## src/rtl/updown_count_pkg.sv

```systemverilog
`default_nettype none
// ============================================================================
// Module      : updown_count_pkg
// Description : Shared opcode/state encodings and width default for the
//               up/down counter controller.
// Revision    : 1.0  initial release
// ============================================================================
package updown_count_pkg;

  localparam int unsigned c_width_dflt = 4;

  typedef enum logic [2:0] {
    OP_NOP       = 3'd0,
    OP_LOAD      = 3'd1,
    OP_RUN_UP    = 3'd2,
    OP_RUN_DOWN  = 3'd3,
    OP_STOP      = 3'd4,
    OP_STEP_UP   = 3'd5,
    OP_STEP_DOWN = 3'd6,
    OP_SET_LIMIT = 3'd7
  } cmd_op_e;

  typedef enum logic [1:0] {
    ST_IDLE     = 2'd0,
    ST_RUN_UP   = 2'd1,
    ST_RUN_DOWN = 2'd2
  } state_e;

endpackage
`default_nettype wire

```

## src/rtl/updown_count_ctrl_if.sv

```systemverilog
`default_nettype none
// ============================================================================
// Module      : updown_count_ctrl_if
// Description : Valid/ready command channel into the counter controller.
// Revision    : 1.0  initial release
// ============================================================================
interface updown_count_ctrl_if
  import updown_count_pkg::*;
#(
  parameter int unsigned WIDTH = c_width_dflt
) ();

  logic             cmd_valid;
  logic             cmd_ready;
  cmd_op_e          cmd_op;
  logic [WIDTH-1:0] cmd_data;

  modport master (
    output cmd_valid,
    output cmd_op,
    output cmd_data,
    input  cmd_ready
  );

  modport slave (
    input  cmd_valid,
    input  cmd_op,
    input  cmd_data,
    output cmd_ready
  );

endinterface
`default_nettype wire

```

## src/rtl/updown_prescaler.sv

```systemverilog
`default_nettype none
// ============================================================================
// Module      : updown_prescaler
// Description : Free-running divider; tick is high while the count is all-ones.
// Revision    : 1.0  initial release
// ============================================================================
module updown_prescaler #(
  parameter int unsigned DIV_WIDTH = 25
) (
  input  wire logic clk,
  input  wire logic rst,
  input  wire logic clear,
  output logic      tick
);

  logic [DIV_WIDTH-1:0] cnt_q;
  logic [DIV_WIDTH-1:0] cnt_d;

  always_comb begin
    cnt_d = clear ? '0 : cnt_q + 1'b1;
  end

  always_ff @(posedge clk) begin
    if (rst) begin
      cnt_q <= '0;
    end else begin
      cnt_q <= cnt_d;
    end
  end

  assign tick = &cnt_q;

endmodule
`default_nettype wire

```

## src/rtl/updown_count_ctrl.sv

```systemverilog
`default_nettype none
// ============================================================================
// Module      : updown_count_ctrl
// Description : Command-driven up/down counter controller with prescaled run
//               mode, programmable terminal limit and terminal-count pulse.
//               Optional: define UDC_BOUNCE_EN to reverse at limits instead
//               of wrapping.
// Revision    : 1.0  initial release
// ============================================================================
module updown_count_ctrl
  import updown_count_pkg::*;
#(
  parameter int unsigned WIDTH     = c_width_dflt,
  parameter int unsigned DIV_WIDTH = 25
) (
  input  wire logic          clk,
  input  wire logic          rst,
  updown_count_ctrl_if.slave cmd,
  output logic [WIDTH-1:0]   count,
  output logic               dir,
  output logic               running,
  output logic               tc
);

  localparam logic [WIDTH-1:0] c_one = {{(WIDTH-1){1'b0}}, 1'b1};

  state_e           state_q,   state_d;
  logic [WIDTH-1:0] count_q,   count_d;
  logic [WIDTH-1:0] limit_q,   limit_d;
  logic             dir_q,     dir_d;
  logic             running_q, running_d;
  logic             tc_q,      tc_d;
  logic             ready_q,   ready_d;

  logic w_accept;
  logic w_tick;
  logic w_clear;
  logic w_do_step;
  logic w_step_up;

  updown_prescaler #(
    .DIV_WIDTH (DIV_WIDTH)
  ) u_prescaler (
    .clk   (clk),
    .rst   (rst),
    .clear (w_clear),
    .tick  (w_tick)
  );

  always_comb begin
    state_d   = state_q;
    count_d   = count_q;
    limit_d   = limit_q;
    dir_d     = dir_q;
    tc_d      = 1'b0;
    w_accept  = cmd.cmd_valid & ready_q;
    ready_d   = ~w_accept;
    w_clear   = 1'b0;
    w_do_step = 1'b0;
    w_step_up = dir_q;

    // An accepted command always takes priority over a coincident tick.
    if (w_accept) begin
      case (cmd.cmd_op)
        OP_LOAD: begin
          count_d = (cmd.cmd_data > limit_q) ? limit_q : cmd.cmd_data;
        end
        OP_RUN_UP: begin
          dir_d   = 1'b1;
          state_d = ST_RUN_UP;
          w_clear = 1'b1;
        end
        OP_RUN_DOWN: begin
          dir_d   = 1'b0;
          state_d = ST_RUN_DOWN;
          w_clear = 1'b1;
        end
        OP_STOP: begin
          state_d = ST_IDLE;
        end
        OP_STEP_UP: begin
          dir_d     = 1'b1;
          w_do_step = 1'b1;
          w_step_up = 1'b1;
        end
        OP_STEP_DOWN: begin
          dir_d     = 1'b0;
          w_do_step = 1'b1;
          w_step_up = 1'b0;
        end
        OP_SET_LIMIT: begin
          limit_d = cmd.cmd_data;
          if (count_q > cmd.cmd_data) begin
            count_d = cmd.cmd_data;
          end
        end
        default: begin
        end
      endcase
    end else if (w_tick && (state_q != ST_IDLE)) begin
      w_do_step = 1'b1;
    end

    if (w_do_step) begin
      if (w_step_up) begin
        if (count_q < limit_q) begin
          count_d = count_q + 1'b1;
        end else begin
          tc_d = 1'b1;
`ifdef UDC_BOUNCE_EN
          count_d = (limit_q == '0) ? '0 : limit_q - 1'b1;
          dir_d   = 1'b0;
          if (state_q != ST_IDLE) begin
            state_d = ST_RUN_DOWN;
          end
`else
          count_d = '0;
`endif
        end
      end else begin
        if (count_q != '0) begin
          count_d = count_q - 1'b1;
        end else begin
          tc_d = 1'b1;
`ifdef UDC_BOUNCE_EN
          count_d = (limit_q == '0) ? '0 : c_one;
          dir_d   = 1'b1;
          if (state_q != ST_IDLE) begin
            state_d = ST_RUN_UP;
          end
`else
          count_d = limit_q;
`endif
        end
      end
    end

    running_d = (state_d != ST_IDLE);
  end

  always_ff @(posedge clk) begin
    if (rst) begin
      state_q   <= ST_IDLE;
      count_q   <= '0;
      limit_q   <= '1;
      dir_q     <= 1'b1;
      running_q <= 1'b0;
      tc_q      <= 1'b0;
      ready_q   <= 1'b0;
    end else begin
      state_q   <= state_d;
      count_q   <= count_d;
      limit_q   <= limit_d;
      dir_q     <= dir_d;
      running_q <= running_d;
      tc_q      <= tc_d;
      ready_q   <= ready_d;
    end
  end

  assign count         = count_q;
  assign dir           = dir_q;
  assign running       = running_q;
  assign tc            = tc_q;
  assign cmd.cmd_ready = ready_q;

endmodule
`default_nettype wire

```

## src/flat_wrapper.sv

```systemverilog
// flat-port wrapper written by rule: the top's interface ports become plain ports
module updown_count_ctrl_flat import updown_count_pkg::*;
#(
  parameter int unsigned WIDTH     = c_width_dflt,
  parameter int unsigned DIV_WIDTH = 25
)
  (clk, rst, count, dir, running, tc, cmd_cmd_valid, cmd_cmd_op, cmd_cmd_data, cmd_cmd_ready);
  updown_count_ctrl_if #(.WIDTH(WIDTH)) cmd_i ();
  input  wire logic clk;
  input  wire logic rst;
  output logic [WIDTH-1:0] count;
  output logic dir;
  output logic running;
  output logic tc;
  input wire logic [$bits(cmd_i.cmd_valid)-1:0] cmd_cmd_valid;
  input wire logic [$bits(cmd_i.cmd_op)-1:0] cmd_cmd_op;
  input wire logic [$bits(cmd_i.cmd_data)-1:0] cmd_cmd_data;
  output wire logic [$bits(cmd_i.cmd_ready)-1:0] cmd_cmd_ready;
  assign cmd_i.cmd_valid = cmd_cmd_valid;
  assign cmd_i.cmd_op = cmd_cmd_op;
  assign cmd_i.cmd_data = cmd_cmd_data;
  assign cmd_cmd_ready = cmd_i.cmd_ready;
  updown_count_ctrl #(.WIDTH(WIDTH), .DIV_WIDTH(DIV_WIDTH)) u_core (.clk(clk), .rst(rst), .cmd(cmd_i), .count(count), .dir(dir), .running(running), .tc(tc));
endmodule
```

## config.mk

```make
export PLATFORM = sky130hd
export DESIGN_NAME = updown_count_ctrl_flat
export DESIGN_NICKNAME = d
export VERILOG_FILES = /design/src/rtl/updown_count_pkg.sv /design/src/rtl/updown_count_ctrl_if.sv /design/src/rtl/updown_prescaler.sv /design/src/rtl/updown_count_ctrl.sv /design/src/flat_wrapper.sv
export SDC_FILE = /design/constraint.sdc
export NUM_CORES = 1
export LEC_CHECK = 0
export ABC_AREA = 1
export CORE_MARGIN = 1.5
export CORE_UTILIZATION = 63
export DETAILED_ROUTE_END_ITERATION = 6
export GPL_TIMING_DRIVEN = 0
export PLACE_DENSITY = 0.83
export RECOVER_POWER = 25
export SYNTH_ARGS = -nofsm -noshare
export SYNTH_HDL_FRONTEND = slang
export SYNTH_SLANG_ARGS = --single-unit
```

## constraint.sdc

```tcl
create_clock -name clk -period 3.3 [get_ports clk]
set_input_delay 0.495 -clock clk [delete_from_list [all_inputs] [get_ports clk]]
set_output_delay 0.495 -clock clk [all_outputs]
set_load 0.02 [all_outputs]
```

==> impl_metrics.yaml, run 1 <==
critical_path:
  worstSetupStartpointType: "input port"
  ff2ff_path_depth: 12
  reg2reg_slack_ns: 1.47
  crit_path_end_kind: "register"
  slowest_stage: "clkdlybuf4s50_1"
  critPathArrivalTime_ns: 2.26
  crit_type: "in -> reg"
  crit_cells: 13
  crit_chain: "clkdlybuf4s50_1, inv_1, ha_1, nand2_1, nor2_1, nor2_1, nand2_2, nand2_1, nand2_1, inv_1, nand3_1, nand3_1, a21oi_1"
  cp_max_fo: 6
  cp_common_cell: "nand2_1"
  cp_num_buf_inv: 3
  worst_path_largest_cell_delay_ns: 0.52
  critPathRequiredTime_ns: 3.47
  crit_family: "simple AND/OR/NAND/NOR gates"
synthesis:
  post_synth.cell_area_avg_um2: 6.82
  yosys_register_bits: 39
  ys_types: 33
  synth_area_mm2: 0.00242
  synthCells: 355
  synthFlopType: "dfxtp_1"
  synth-edff-count: 0
  netlist.area_leader.share_pct: 32.2
  synth_warnings: 0
  async_reset_ff_share_pct: 0
  synth_fp_nets: 379
  synthTopCellsByArea: "dfxtp_1 32%, nand2_1 13%, ha_1 7.2%"
  synth_area_leader_cell: "dfxtp_1"
  seq_area_frac_synth_pct: 32.2
hold_path:
  hp-class: "reg -> reg"
  whs_path_depth: 1
die:
  core_mm2: 0.00369
  die_y_um: 65.0
  die_x_um: 65.0
  fp-row-count: 22
  io_pins: 18
  initial_core_util_pct: 65.6
  die_area_mm2: 0.00422
sta:
  fin_crit_ns: 2.09
  fin_setup_tns_ns: 0
  fin_ws_ns: 1.21
  worst_slew_pin_slew_ns: 0.502
  relSlewSlack_pct: 66.4
  fin_skew_ns: 0.0111
  hold_slack_ns: 0.461
  slew_viol_final: 0
  setup_viol: 0
  period_share_pct: 63.3
  hold_viol: 0
  fmaxAchievable_mhz: 479
  grt_setup_unrepaired: "no"
clocking:
  insertion_delay_ns: 0.30
  clkTransAtPathRegs_ns: 0.08
  postCtsHoldBufs: 0
  postCtsSetupBuffers: 0
  cts_resized: 0
  clk_path_buf_depth: 2
  htree_levels: 2
  numCtsBuffers: 5
  cts_tree: "yes"
  cts_sinks: 39
  root_buffer: "clkbuf_8"
global_route:
  grt_first_pass_wirelength_um: 8410
  antenna_found_initial: 0
  grt_max_degree: 15
  grt_overflow: 0
  track_usage_pct: 25.6
  grt_pass1_vias: 1898
route:
  viasPerCell: 5.28
  wl_met2_um: 2240
  top_layer_used: "met4"
  drc_errors: 0
  wl_met3_um: 196
  vias: 2260
  first_pass_iters: 4
  wl_per_cell_um: 11.9
  drt_wl_total_um: 5100
  drt.antenna.violating_nets: 0
  drtIter0Drc: 199
  m1WireLength_um: 2600
finish:
  area_growth_pct: 13.7
  final_area_mm2: 0.00275
  stdcell_count: 428
  n_antenna_cell: 0
  drive_gt1_share_pct: 10.5
  final_net_count: 403
power_and_ir_drop:
  p_leak_nw: 1.37
  powerDensity_mw_per_mm2: 366
  combPwrFrac_pct: 11.1
  power_switching_mw: 0.260
  power_frac_seq_pct: 48.0
  p_clk_share_pct: 40.9
  intPower_mw: 0.748
  max-vdd-ir-drop_uv: 285
  p_sw_share_pct: 25.8
placement:
  io_buffers: 17
  place_congestion: 0.903
  place_ws_ns: 0.974
  post_dp_cell_area_mm2: 0.00265
  hpwlAfterDp_um: 3780
  placedCellCount: 420
run:
  drv_cap: 0
status:
  status: "complete, no violations"
## worst reg2reg max path: stages (launching register included)
cell and delay, ns:
dfxtp_1 0.38, inv_1 0.10, ha_1 0.30, nand2_1 0.09, nor2_1 0.05, nor2_1 0.20, nand2_2 0.14, nand2_1 0.08
nand2_1 0.07, inv_1 0.06, nand3_1 0.08, nand3_1 0.10, a21oi_1 0.07
## state kept, by name, summed over array words and instances, names as in the netlist
| register | count |
|---|---|
| u_core.cmd.cmd_ready | 1 |
| u_core.limit_q | 4 |
| u_core.dir | 1 |
| u_core.tc | 1 |
| u_core.count | 4 |
| u_core.running | 1 |
| u_core.u_prescaler.cnt_q | 25 |
| u_core.state_q | 2 |
## Yosys cell counts, drive strengths merged (2+ instances only)
master	number
nand2	97
o211ai	4
o21ai	19
a211oi	2
nand3	25
inv	51
a21oi	20
a31oi	2
ha	14
nor3	7
o21a	3
and3	2
xor2	4
nor2	52
dfxtp	39
nand4	5
buf	2
nor3b	4
## area by class of cell
| class | count | area, µm² |
|---|---|---|
| Clock buffer | 5 | 68.8 |
| Sequential cell | 39 | 781 |
| Tap cell | 48 | 60.1 |
| Timing Repair Buffer | 17 | 170 |
| Multi-Input combinational cell | 263 | 1430 |
| Clock inverter | 3 | 46.3 |
| Buffer | 2 | 10.0 |
| Inverter | 51 | 191 |
| Fill cell | 326 | 935 |
## per-layer routing
metal  GRT usage [%]  vias to the layer above
met4            8.78                        0
met5               0                        -
met2            38.9                       41
li1                -                     1197
met1            35.8                     1015
met3            5.21                        7
## worst paths after layout
path / start / endpoint
worst max-delay path: cmd_cmd_data[0] / u_core.count[3]
worst min-delay path: u_core.u_prescaler.cnt_q[0] / u_core.u_prescaler.cnt_q[0]
worst max register to register: u_core.limit_q[3] / u_core.count[3]
worst min register to register: u_core.u_prescaler.cnt_q[0] / u_core.u_prescaler.cnt_q[0]
## power groups by stage
stage               clock [mW]  combinational (mW)  sequential, mW
finish                   0.412               0.112           0.484
detailed placement           0               0.111           0.496
global placement             0               0.109           0.495
global route             0.438               0.125           0.485
floorplan                    0              0.0688           0.498
CTS                      0.416               0.112           0.485
## kinds of logic (layout without fill, tap and decap cells)
family,after synthesis,in the layout,share of synthesized area (%)
buf+inv,53,78,8.32
simple gates,193,193,38.3
xor+xnor,5,5,1.81
fa+ha+maj,14,14,7.24
flops,39,39,32.2
compound gates,51,51,12.1
## cells in the final DEF, fill, tap and decap left out, types with 7 or more instances in the layout
master	Yosys	layout
o21ai_0	13	13
clkdlybuf4s50_1	0	14
inv_1	46	46
nor2_1	44	44
ha_1	14	14
dfxtp_1	39	39
nand3_1	25	25
a21oi_1	20	20
nor3_1	7	7
nand2_1	87	88
## stage by stage
step / utilization (%) / power, mW
floorplan: - / 0.567
global placement: 71.9 / 0.604
detailed placement: 71.9 / 0.606
CTS: 75.0 / 1.01
global route: 74.7 / 1.05
finish: 74.7 / 1.01
No activity file was read; power rests on OpenSTA's default activity.
==> run 2, diff against run 1 <==
Settings changed: CORE_UTILIZATION 63 to 53, PLACE_DENSITY 0.83 to 0.74.
Clock period 3.3 ns to 1.67 ns, I/O delays scaled along.
==> impl_metrics.yaml, run 2 (synthesized netlist as in run 1, its figures left out) <==
power_and_ir_drop:
  powerDensity_mw_per_mm2: 676
  power_switching_mw: 0.531
  combPwrFrac_pct: 12.0
  p_clk_share_pct: 41.5
  max-vdd-ir-drop_uv: 465
  p_sw_share_pct: 25.8
  total_power_mw: 2.06
  intPower_mw: 1.53
  power_frac_seq_pct: 46.5
  p_leak_nw: 1.50
critical_path:
  crit_cells: 9
  reg2reg_slack_ns: 0.06
  crit_path_end_kind: "register"
  r2r_end: "u_core.count[3]"
  critPathArrivalTime_ns: 1.83
  cp_max_fo: 7
  cp_common_cell: "nand2_4"
  crit_family: "simple AND/OR/NAND/NOR gates"
  worst_path_largest_cell_delay_ns: 0.37
  ff2ff_path_depth: 9
  slowest_stage: "dfxtp_4"
  worstReg2RegStart: "u_core.u_prescaler.cnt_q[1]"
  crit_chain: "ha_4, nand2_2, nor2_4, nand2_4, nor2_8, nand4_4, nand2_4, nand3_1, a21oi_2"
  cp_num_buf_inv: 0
  crit_type: "reg -> reg"
  worstSetupStartpointType: "register"
  critPathRequiredTime_ns: 1.89
clocking:
  clk_path_buf_depth: 2
  htree_levels: 2
  cts_sinks: 39
  numCtsBuffers: 5
  insertion_delay_ns: 0.30
  root_buffer: "clkbuf_8"
  postCtsHoldBufs: 0
  cts_tree: "yes"
  clkTransAtPathRegs_ns: 0.08
placement:
  io_buffers: 17
  post_dp_cell_area_mm2: 0.00266
  place_congestion: 0.834
  placedCellCount: 424
  place_ws_ns: -0.411
  hpwlAfterDp_um: 3750
route:
  drc_errors: 0
  drt.antenna.violating_nets: 0
  drt_wl_total_um: 5250
  first_pass_iters: 4
  viasPerCell: 5.14
  vias: 2275
  drtIter0Drc: 137
  wl_per_cell_um: 11.9
finish:
  final_common_cell: "nand2_1"
  largest_reg_flops: 25
  final_net_count: 414
  final_area_mm2: 0.00305
  regMostFlops: "u_core.u_prescaler.cnt_q"
  drive_gt1_share_pct: 23.3
  area_growth_pct: 26.0
  final_cell_mix: "78 x nand2_1, 42 x inv_1, 38 x nor2_1"
  n_antenna_cell: 0
  stdcell_count: 443
sta:
  period_share_pct: 96.2
  grt_setup_unrepaired: "yes"
  relSlewSlack_pct: 68.4
  fin_ws_ns: 0.0629
  fin_skew_ns: 0.00628
  setup_viol: 0
  fin_setup_tns_ns: 0
  fmaxAchievable_mhz: 622
  worst_slew_pin_slew_ns: 0.472
  fin_crit_ns: 1.61
  slew_viol_final: 0
  hold_viol: 0
global_route:
  antenna_found_initial: 0
  grt_pass1_vias: 1989
  grt_first_pass_wirelength_um: 8880
  grt_overflow: 0
  grt_max_degree: 14
  track_usage_pct: 22.0
die:
  die_area_mm2: 0.00498
  core_mm2: 0.00438
  io_pins: 18
  initial_core_util_pct: 55.2
  die_y_um: 70.6
  die_x_um: 70.6
  fp-row-count: 24
hold_path:
  whs_path_depth: 3
  worstHoldStart: "cmd_cmd_data[0]"
  hp-class: "in -> reg"
  hold_end: "u_core.limit_q[0]"
run:
  drv_cap: 0
status:
  status: "complete, no violations"
==> run 2: cell count changes in the layout (fill, tap and decap cells not counted), moves of 7 or more <==
cell,before,now
nand2_1,88,78
dfxtp_1,39,28
buf_4,0,11
nand2_2,5,12
nor2_4,2,9
dfxtp_2,0,7
==> run 2: layout make-up <==
type                            count  area, µm²
Timing Repair Buffer               28        258
Buffer                              2       12.5
Clock buffer                        6       82.6
Sequential cell                    39        805
Clock inverter                      2       38.8
Fill cell                         382       1330
Multi-Input combinational cell    263       1600
Tap cell                           52       65.1
Inverter                           51        194
==> run 2: worst max path at each step <==
| stage | start | end |
|---|---|---|
| after global placement | cmd_cmd_data[0] | u_core.count[3] |
| after floorplan | u_core.count[1] | u_core.count[1] |
| final | u_core.u_prescaler.cnt_q[1] | u_core.count[3] |
| after CTS | cmd_cmd_data[0] | u_core.count[3] |
| after detailed placement | cmd_cmd_data[0] | u_core.count[3] |
| after global routing | u_core.limit_q[3] | u_core.count[3] |
==> run 2: timing repair <==
action | in CTS | in global routing
pin swaps | 3 | 12
setup endpoints to repair | 7 | 31
hold endpoints to repair | 0 | 0
buffers inserted | 1 | 10
gates resized for setup | 11 | 53
==> run 2: routing by layer <==
layer | up-vias | track usage, % | share of wire (%) | wire length, µm
li1 | 1216 | - | - | -
met1 | 1016 | 31.3 | 51 | 2680
met2 | 36 | 32.2 | 45 | 2350
met3 | 7 | 5.13 | 2.9 | 154
met4 | 0 | 9.43 | 1.3 | 67
met5 | - | 0 | 0 | 0
==> run 2: power by group through the flow <==
| stage | clock network (mW) | logic [mW] | registers, mW |
|---|---|---|---|
| 2_1_floorplan | 0 | 0.136 | 0.984 |
| 3_3_place_gp | 0 | 0.216 | 0.979 |
| 3_5_place_dp | 0 | 0.219 | 0.979 |
| 4_1_cts | 0.876 | 0.219 | 0.957 |
| 5_1_grt | 0.909 | 0.278 | 0.962 |
| 6_report | 0.857 | 0.247 | 0.959 |
==> run 2: worst min-delay path: stages <==
cell            delay [ns]
dlymetal6s2s_1        0.13
nand2_1               0.07
o211ai_1              0.07
==> run 2: metrics by stage <==
| step | hold WS (ns) | util [%] |
|---|---|---|
| CTS | 0.379 | 63.7 |
| global route | 0.321 | 69.6 |
| global placement | 0.434 | 60.6 |
| floorplan | 0.312 | - |
| detailed placement | 0.441 | 60.6 |
| finish | 0.255 | 69.6 |
